File: config.mk
export PLATFORM = sky130hd
export DESIGN_NAME = fft_out_reorder
export DESIGN_NICKNAME = d
export VERILOG_FILES = /design/src/rtl/fft_pkg.sv /design/src/rtl/fft_pingpong_ram.sv /design/src/rtl/fft_out_reorder.sv
export SDC_FILE = /design/constraint.sdc
export NUM_CORES = 2
export LEC_CHECK = 0
export BUFFER_PORTS_ARGS = -buffer_cell sky130_fd_sc_hd__buf_2
export CAP_MARGIN = 20
export CELL_PAD_IN_SITES_DETAIL_PLACEMENT = 1
export CELL_PAD_IN_SITES_GLOBAL_PLACEMENT = 2
export CORE_UTILIZATION = 25
export DETAILED_ROUTE_END_ITERATION = 6
export MAX_ROUTING_LAYER = met4
export PLACE_DENSITY_LB_ADDON = 0.1
export SLEW_MARGIN = 15
export SYNTH_ARGS = -nofsm -noshare
export SYNTH_HDL_FRONTEND = slang
export SYNTH_SLANG_ARGS = --single-unit
File: constraint.sdc
create_clock -name clk -period 4.6 [get_ports clk]
set_input_delay 0.46 -clock clk [delete_from_list [all_inputs] [get_ports clk]]
set_output_delay 0.46 -clock clk [all_outputs]
set_load 0.02 [all_outputs]
File: src/rtl/fft_pkg.sv
// Shared constants, sample typedef and bit-reversal helper for the 32-point FFT pipeline.
package fft_pkg;

   localparam int unsigned DATA_W = 16;
   localparam int unsigned N      = 32;
   localparam int unsigned LOG2N  = 5;

   typedef struct packed {
      logic signed [DATA_W-1:0] re;
      logic signed [DATA_W-1:0] im;
   } cplx_t;

   typedef enum logic {
      BANK_FREE,
      BANK_FULL
   } bank_state_t;

   function automatic logic [LOG2N-1:0] bitrev5(input logic [LOG2N-1:0] k);
      logic [LOG2N-1:0] r;
      r = '0;
      for (int unsigned b = 0; b < LOG2N; b++) begin
         r[b] = k[LOG2N-1-b];
      end
      return r;
   endfunction

endpackage

File: src/rtl/fft_pingpong_ram.sv
// Two-bank frame store: one synchronous write port, one asynchronous read port.
module fft_pingpong_ram
   import fft_pkg::*;
(
   input  logic                  clk,
   input  logic                  we,
   input  logic                  wr_bank,
   input  logic [LOG2N-1:0]      wr_addr,
   input  logic [2*DATA_W-1:0]   wr_data,
   input  logic                  rd_bank,
   input  logic [LOG2N-1:0]      rd_addr,
   output logic [2*DATA_W-1:0]   rd_data
);

   logic [2*DATA_W-1:0] mem [2][N];

   always_ff @(posedge clk) begin
      if (we) begin
         mem[wr_bank][wr_addr] <= wr_data;
      end
   end

   assign rd_data = mem[rd_bank][rd_addr];

endmodule

File: src/rtl/fft_out_reorder.sv
// Reorders bit-reversed FFT output frames into natural bin order through a ping-pong store
// with a ready/valid output register.
module fft_out_reorder
   import fft_pkg::*;
(
   input  logic                     clk,
   input  logic                     rst,
   input  logic                     valid_i,
   input  logic signed [DATA_W-1:0] data_in_r,
   input  logic signed [DATA_W-1:0] data_in_i,
   output logic                     ready_o,
   output logic                     overflow_o,
   output logic                     valid_o,
   input  logic                     ready_i,
   output logic signed [DATA_W-1:0] data_out_r,
   output logic signed [DATA_W-1:0] data_out_i,
   output logic [LOG2N-1:0]         index_o,
   output logic                     last_o
);

   localparam logic [LOG2N-1:0] CNT_LAST = LOG2N'(N - 1);

   bank_state_t         bank_st  [2];
   bank_state_t         bank_nxt [2];
   logic                wr_bank;
   logic                rd_bank;
   logic [LOG2N-1:0]    wr_cnt;
   logic [LOG2N-1:0]    rd_cnt;
   logic                wr_acc;
   logic                wr_done;
   logic                load;
   logic                rd_done;
   logic [2*DATA_W-1:0] rd_data;

   assign ready_o = (bank_st[wr_bank] == BANK_FREE);
   assign wr_acc  = valid_i && ready_o;
   assign wr_done = wr_acc && (wr_cnt == CNT_LAST);
   assign load    = (bank_st[rd_bank] == BANK_FULL) && (!valid_o || ready_i);
   assign rd_done = load && (rd_cnt == CNT_LAST);

   // A write can only complete on a free bank and a read only on a full one, so the two
   // updates always land on different banks.
   always_comb begin
      bank_nxt = bank_st;
      if (wr_done) begin
         bank_nxt[wr_bank] = BANK_FULL;
      end
      if (rd_done) begin
         bank_nxt[rd_bank] = BANK_FREE;
      end
   end

   fft_pingpong_ram u_ram (
      .clk     (clk),
      .we      (wr_acc),
      .wr_bank (wr_bank),
      .wr_addr (bitrev5(wr_cnt)),
      .wr_data ({data_in_r, data_in_i}),
      .rd_bank (rd_bank),
      .rd_addr (rd_cnt),
      .rd_data (rd_data)
   );

   always_ff @(posedge clk) begin
      if (rst) begin
         bank_st[0] <= BANK_FREE;
         bank_st[1] <= BANK_FREE;
         wr_bank    <= 1'b0;
         rd_bank    <= 1'b0;
         wr_cnt     <= '0;
         rd_cnt     <= '0;
         overflow_o <= 1'b0;
         valid_o    <= 1'b0;
         last_o     <= 1'b0;
         index_o    <= '0;
         data_out_r <= '0;
         data_out_i <= '0;
      end else begin
         bank_st <= bank_nxt;

         if (wr_acc) begin
            if (wr_done) begin
               wr_cnt  <= '0;
               wr_bank <= ~wr_bank;
            end else begin
               wr_cnt <= wr_cnt + 1'b1;
            end
         end

         if (valid_i && !ready_o) begin
            overflow_o <= 1'b1;
         end

         if (load) begin
            data_out_r <= rd_data[2*DATA_W-1:DATA_W];
            data_out_i <= rd_data[DATA_W-1:0];
            index_o    <= rd_cnt;
            last_o     <= (rd_cnt == CNT_LAST);
            valid_o    <= 1'b1;
            if (rd_done) begin
               rd_cnt  <= '0;
               rd_bank <= ~rd_bank;
            end else begin
               rd_cnt <= rd_cnt + 1'b1;
            end
         end else if (valid_o && ready_i) begin
            valid_o <= 1'b0;
            last_o  <= 1'b0;
         end
      end
   end

endmodule

; ---- Word-level counts from Yosys, hierarchy flattened
; Memories as Yosys holds them, arrays and structs flattened. A register that Yosys moved wholly into a read port is not among the register bits.
; Cells that the tools add are included.
[word_totals]
out_inout_bits = 41
elab_cells = 74
mem_bits_rw = 2048
ff_bits = 54
memories = 1
input_bits = 36
[mem_list]
columns = name, depth, width, rd, rd_ports_with_merged_regs, write_ports, line_no
row1 = u_ram.mem, 2, 1024, 1, 1, 1, fft_pingpong_ram.sv:15  ; logic [2*DATA_W-1:0] mem [2][N];
[classes]
bitwise_logic = 10
n_reduce_logical = 14
mux = 26
n_addsub = 2
order_cmp = 7
n_eq_ne = 2
[ops]
columns = op, n
row1 = $mux 1024, 1
row2 = $bmux 32 s5, 1
row3 = $demux 32 s5, 1
row4 = $mux 32, 3
row5 = $mux 1, 14
row6 = $ge 6x6->1 const B, 2
row7 = $not 5->6, 2
row8 = $add 5x1->5 const B, 2
row9 = $eq 5x5->1 const B, 2
row10 = $mux 5, 2
row11 = $logic_and 1x1->1, 9
row12 = $lt 6x1->1 const B, 1
row13 = $ge 2x2->1 const B, 2
row14 = $lt 2x1->1 const B, 2
row15 = $mux 2, 2
row16 = $not 1->2, 2
row17 = $reduce_and 2->1, 2
row18 = $not 1->1, 3
row19 = $and 2x2->2, 1
row20 = $demux 1 s1, 2
row21 = $not 2->2, 1
row22 = $or 2x2->2, 1
row23 = $reduce_bool 2->1, 1
row24 = $logic_not 1->1, 1
row25 = $logic_or 1x1->1, 1

; ---- Depth between registers and ports, before layout
[depth]
ltp_word = 10
mapped_depth = 11
mapped_depth_nobuf = 6

; ---- Modules after synthesis
; From an unflattened synthesis, not the netlist that was laid out.
[hier_totals]
hier_cells = 3596
hier_area_um2 = 80116.8
[modules_own_cells]
columns = mod, cells_each, seq_area_each_um2, area_each_um2, n_inst
row1 = fft_pingpong_ram, 3331, 61499.0, 77891.0, 1
row2 = fft_out_reorder, 265, 1081.0, 2225.9, 1

; ---- Worst setup path before layout
; No wires, ideal clock.
[synth_timing]
path_type = register to register
start = reg wr_bank
end = mem u_ram.mem[0][512] (netlist bit), enable pin
path_buffers = 2
t_arrival_ns = 3.143
setup_ns = 0.421
path_stages_with_launch = 7
path_slack_ns = 1.036
cell_sequence = dfxtp_1 clkbuf_1 mux2i_1 and2_1 clkbuf_1 nand3_1 nor2_1
[synth_via]
elab_chain_cells = 8
[synth_lines]
columns = element, line_no
row1 = from (decl), fft_out_reorder.sv:25  ; logic wr_bank;
row2 = from (signal assigned), fft_out_reorder.sv:84  ; wr_bank <= ~wr_bank;
row3 = $not 1->2 (not written as such), fft_out_reorder.sv:35  ; assign ready_o = (bank_st[wr_bank] == BANK_FREE);
row4 = $mux 1 (not written as such) (3 in a row), fft_out_reorder.sv:35
row5 = $not 1->1, fft_out_reorder.sv:35
row6 = net ready_o, fft_out_reorder.sv:11  ; output logic ready_o,
row7 = $logic_and 1x1->1, fft_out_reorder.sv:36  ; assign wr_acc = valid_i && ready_o;
row8 = $mux 1, fft_pingpong_ram.sv:18  ; if (we) begin
row9 = $mux 1024 (not written as such), fft_pingpong_ram.sv:19  ; mem[wr_bank][wr_addr] <= wr_data;
row10 = to (decl), fft_pingpong_ram.sv:15
; The timed path passes the listed nets, and every way through them passes these cells. The select of a mux whose other input is x is not followed.

==> results.sh <==
export IMPL_tns_ps=0
export IMPL_synthSimpleGateAreaFrac_pct=2.58
export IMPL_drc=0
export IMPL_syn_instance_count=3730
export IMPL_synth_compound_area_share_pct=2.70
export IMPL_slew_viol_final=0
export IMPL_power_frac_seq_pct=52.1
export IMPL_synth_area_leaders="edfxtp_1 76%, mux4_2 13%, mux2i_1 2.1%"
export IMPL_max_cap_violations=0
export IMPL_place_inst=8149
export IMPL_synth_top_family_by_area="multiplexers"
export IMPL_status="completed"
export IMPL_grt_max_degree=86
export IMPL_dp_hpwl_um=180000
export IMPL_crit_fanout=18
export IMPL_max_slew_margin_pct=18.2
export IMPL_worst_pin_slew_ps=1220
export IMPL_overflow=0
export IMPL_start_util_pct=25.1
export IMPL_hold_viol_final=0
export IMPL_areaGrowthSynthToFinish_pct=18.6
export IMPL_ff_latch_area_um2=62600
export IMPL_fmax_mhz=260
export IMPL_combPwrFrac_pct=1.5
export IMPL_layout_nets=4141
export IMPL_end_kind="flop"
export IMPL_htreeDepth=4
export IMPL_synthMuxAreaShare_pct=15.2
export IMPL_final_cells=8606
export IMPL_synth_enable_flop_cells=2048
export IMPL_syn_avg_cell_area_um2=21.6
export IMPL_yosysTopAreaCell="edfxtp_1"
export IMPL_ys_seq_elements=2103
export IMPL_fin_crit_ps=3850
export IMPL_final_layout_size_suffix_gt1_share_pct=28.0
export IMPL_routed_wl_um=290000
export IMPL_track_usage_pct=18.2
export IMPL_synth_fa_ha_area_share_pct=0.140
export IMPL_cts_tree="built"
export IMPL_finalClockSkew_ps=59.8
export IMPL_numPortBuffers=76
export IMPL_drt_iter0_drc=3797
export IMPL_hold_path_depth=2
export IMPL_synth_area_um2=80700
export IMPL_hp_class="primary input to flop"
export IMPL_gp_congestion=0.765
export IMPL_ios=77
export IMPL_clockBufferDepth=4
export IMPL_peakVddDrop_v=0.000289
export IMPL_fp_coreArea_um2=321000
export IMPL_netlist_area_leader_share_pct=76.2
export IMPL_switching_share_pct=21.1
export IMPL_final_util_pct=29.8
export IMPL_setup_violations=0
export IMPL_p_switching_mw=8.53
export IMPL_cp_arrival_ps=4570
export IMPL_clockRootBuffer="clkbuf_16"
export IMPL_antenna_found_initial=43
export IMPL_synthArstFlopShare_pct=0
export IMPL_startpoint_type="flop"
export IMPL_multiInputGateArea_um2=17200
export IMPL_avgViaCountPerCell=4.65
export IMPL_wl_per_cell_um=33.6
export IMPL_yosys_warnings=0
export IMPL_synth_fp_nets=3775
export IMPL_totalPowerFinal_mw=40.4
export IMPL_clock_sinks=2103
export IMPL_p_leak_nw=28.8
export IMPL_clkPwrFrac_pct=46.4
export IMPL_fillers=32197
export IMPL_die_h_um=570
export IMPL_min_period_over_period_pct=83.7
export IMPL_yosysSeqAreaShare_pct=77.6
export IMPL_critPathKind="flop to flop"
export IMPL_die_area_um2=325000
export IMPL_cts_buffers=245
export IMPL_synth_cell_types=62
export IMPL_cp_required_ps=5320
export IMPL_core_rowCount=208
export IMPL_ant_nets=0
export IMPL_r2r_cells=8
export IMPL_grt_pass1_wl_um=392000
export IMPL_drtPass1Iterations=5
export IMPL_clkLatencyLatePin_ps=920
export IMPL_synth_xor_area_share_pct=0.0217
export IMPL_clkSlewWorstSetupHoldPaths_ps=60
export IMPL_synth_ff_type="edfxtp_1"
export IMPL_grt_pass1_vias=42174
export IMPL_power_density_nw_per_um2=422
export IMPL_rsz0062_at_grt="no"
export IMPL_p_int_mw=31.9
export IMPL_die_w_um=570
export IMPL_via_count=39998
## placed cells by master, fill, tap and decap left out, types with 28 or more instances in the layout
master,count
buf_2,63
dfxtp_1,50
buf_12,43
edfxtp_1,2048
clkbuf_1,46
clkinv_1,65
o22ai_1,35
buf_4,212
mux2i_1,169
a22oi_1,71
nor3_1,28
a21oi_1,46
nor2_1,79
clkbuf_16,246
mux4_2,460
nor2_4,70
nand3_1,83
nand2_1,130
clkinv_2,44
## metal layers
layer | part of all wire (%) | track usage [%]
met4 | 1.5 | 3.15
met3 | 4.2 | 2.12
met2 | 47 | 28.6
met5 | 0 | -
met1 | 47 | 25.7
## critical path, cell delays in order, from the launching register on
cell and delay [ps]:
dfxtp_4 680, buf_12 260, buf_4 390, buf_4 340, mux4_2 540, nor2_1 120, nor2_1 100, o32ai_1 990
nor3_1 140
## cells in the mapped netlist, types with 6 or more instances
master and count:
nand2_1 130, mux4_1 6, a311oi_1 9, buf_12 15, a22o_1 8, mux2i_1 169, a21oi_1 46, and4_1 7
a21o_1 8, a2111oi_0 8, a211o_1 13, o22ai_1 35, and3_1 9, dfxtp_1 55, buf_4 33, inv_1 6
clkbuf_1 70, nor2b_1 13, edfxtp_1 2048, nor2_1 151, o221ai_1 14, nand3b_1 10, o32ai_1 13, buf_1 15
buf_2 48, mux4_2 460, a211oi_1 18, buf_6 17, o2111ai_1 7, a22oi_1 71, o21ai_0 23, a31oi_1 8
and2_1 6, nand3_1 84, nor3_1 28, buf_8 6, ha_1 9
## cell families after synthesis
group	count (synthesis)
mux	639
compound gates	305
xor+xnor	2
fa+ha+maj	9
flops	2103
buf+inv	212
simple gates	460
## power groups by stage
| stage | combinational (mW) | sequential [mW] | clock (mW) |
|---|---|---|---|
| after global routing | 0.636 | 21.1 | 20.0 |
| after global placement | 0.604 | 21.5 | 0 |
| after detailed placement | 0.616 | 21.5 | 0 |
| after floorplan | 0.0952 | 21.5 | 0 |
| final | 0.588 | 21.1 | 18.8 |
| after CTS | 0.618 | 21.1 | 19.4 |
## layout make-up
cell class / instances / area share [%]
antenna: 16 / 0.0418
clock buffer: 296 / 6.67
clock inverter: 140 / 1.26
inverter: 8 / 0.0366
multi-input combinational: 1415 / 18.0
sequential: 2103 / 65.4
tap: 4305 / 5.63
timing repair buffer: 323 / 2.94
## metrics by stage
stage | hold slack, ps | cell area [um2] | setup WS [ps]
CTS | 16.0 | 95700 | 703
floorplan | 491 | 80700 | 1040
finish | 90.8 | 95700 | 748
global placement | 449 | 88000 | 498
detailed placement | 458 | 88000 | 727
global route | 59.4 | 95700 | 613
## state kept, by name, indices dropped and copies added (netlist names), named ones only
| signal | count |
|---|---|
| data_out_i | 16 |
| index_o | 5 |
| wr_cnt | 5 |
| rd_cnt | 5 |
| overflow_o | 1 |
| wr_bank | 1 |
| last_o | 1 |
| bank_st | 2 |
| u_ram.mem | 2048 |
| valid_o | 1 |
| data_out_r | 16 |
| rd_bank | 1 |
## worst paths after layout
check                from           endpoint  slack, ps
max reg2reg          flop      data_out_r[4]        750
min          data_in_r[5]  u_ram.mem[0][437]         90
max                  flop      data_out_r[4]        750
min reg2reg    index_o[3]         index_o[3]        460
## what timing repair did
item                                   in CTS  in global routing
setup endpoints to repair                   0                  0
resized for setup                           0                  0
buffers inserted                            0                  0
hold buffers                                5                  0
endpoints found under the hold margin      29                  0
(Power assumes the default switching activity.)
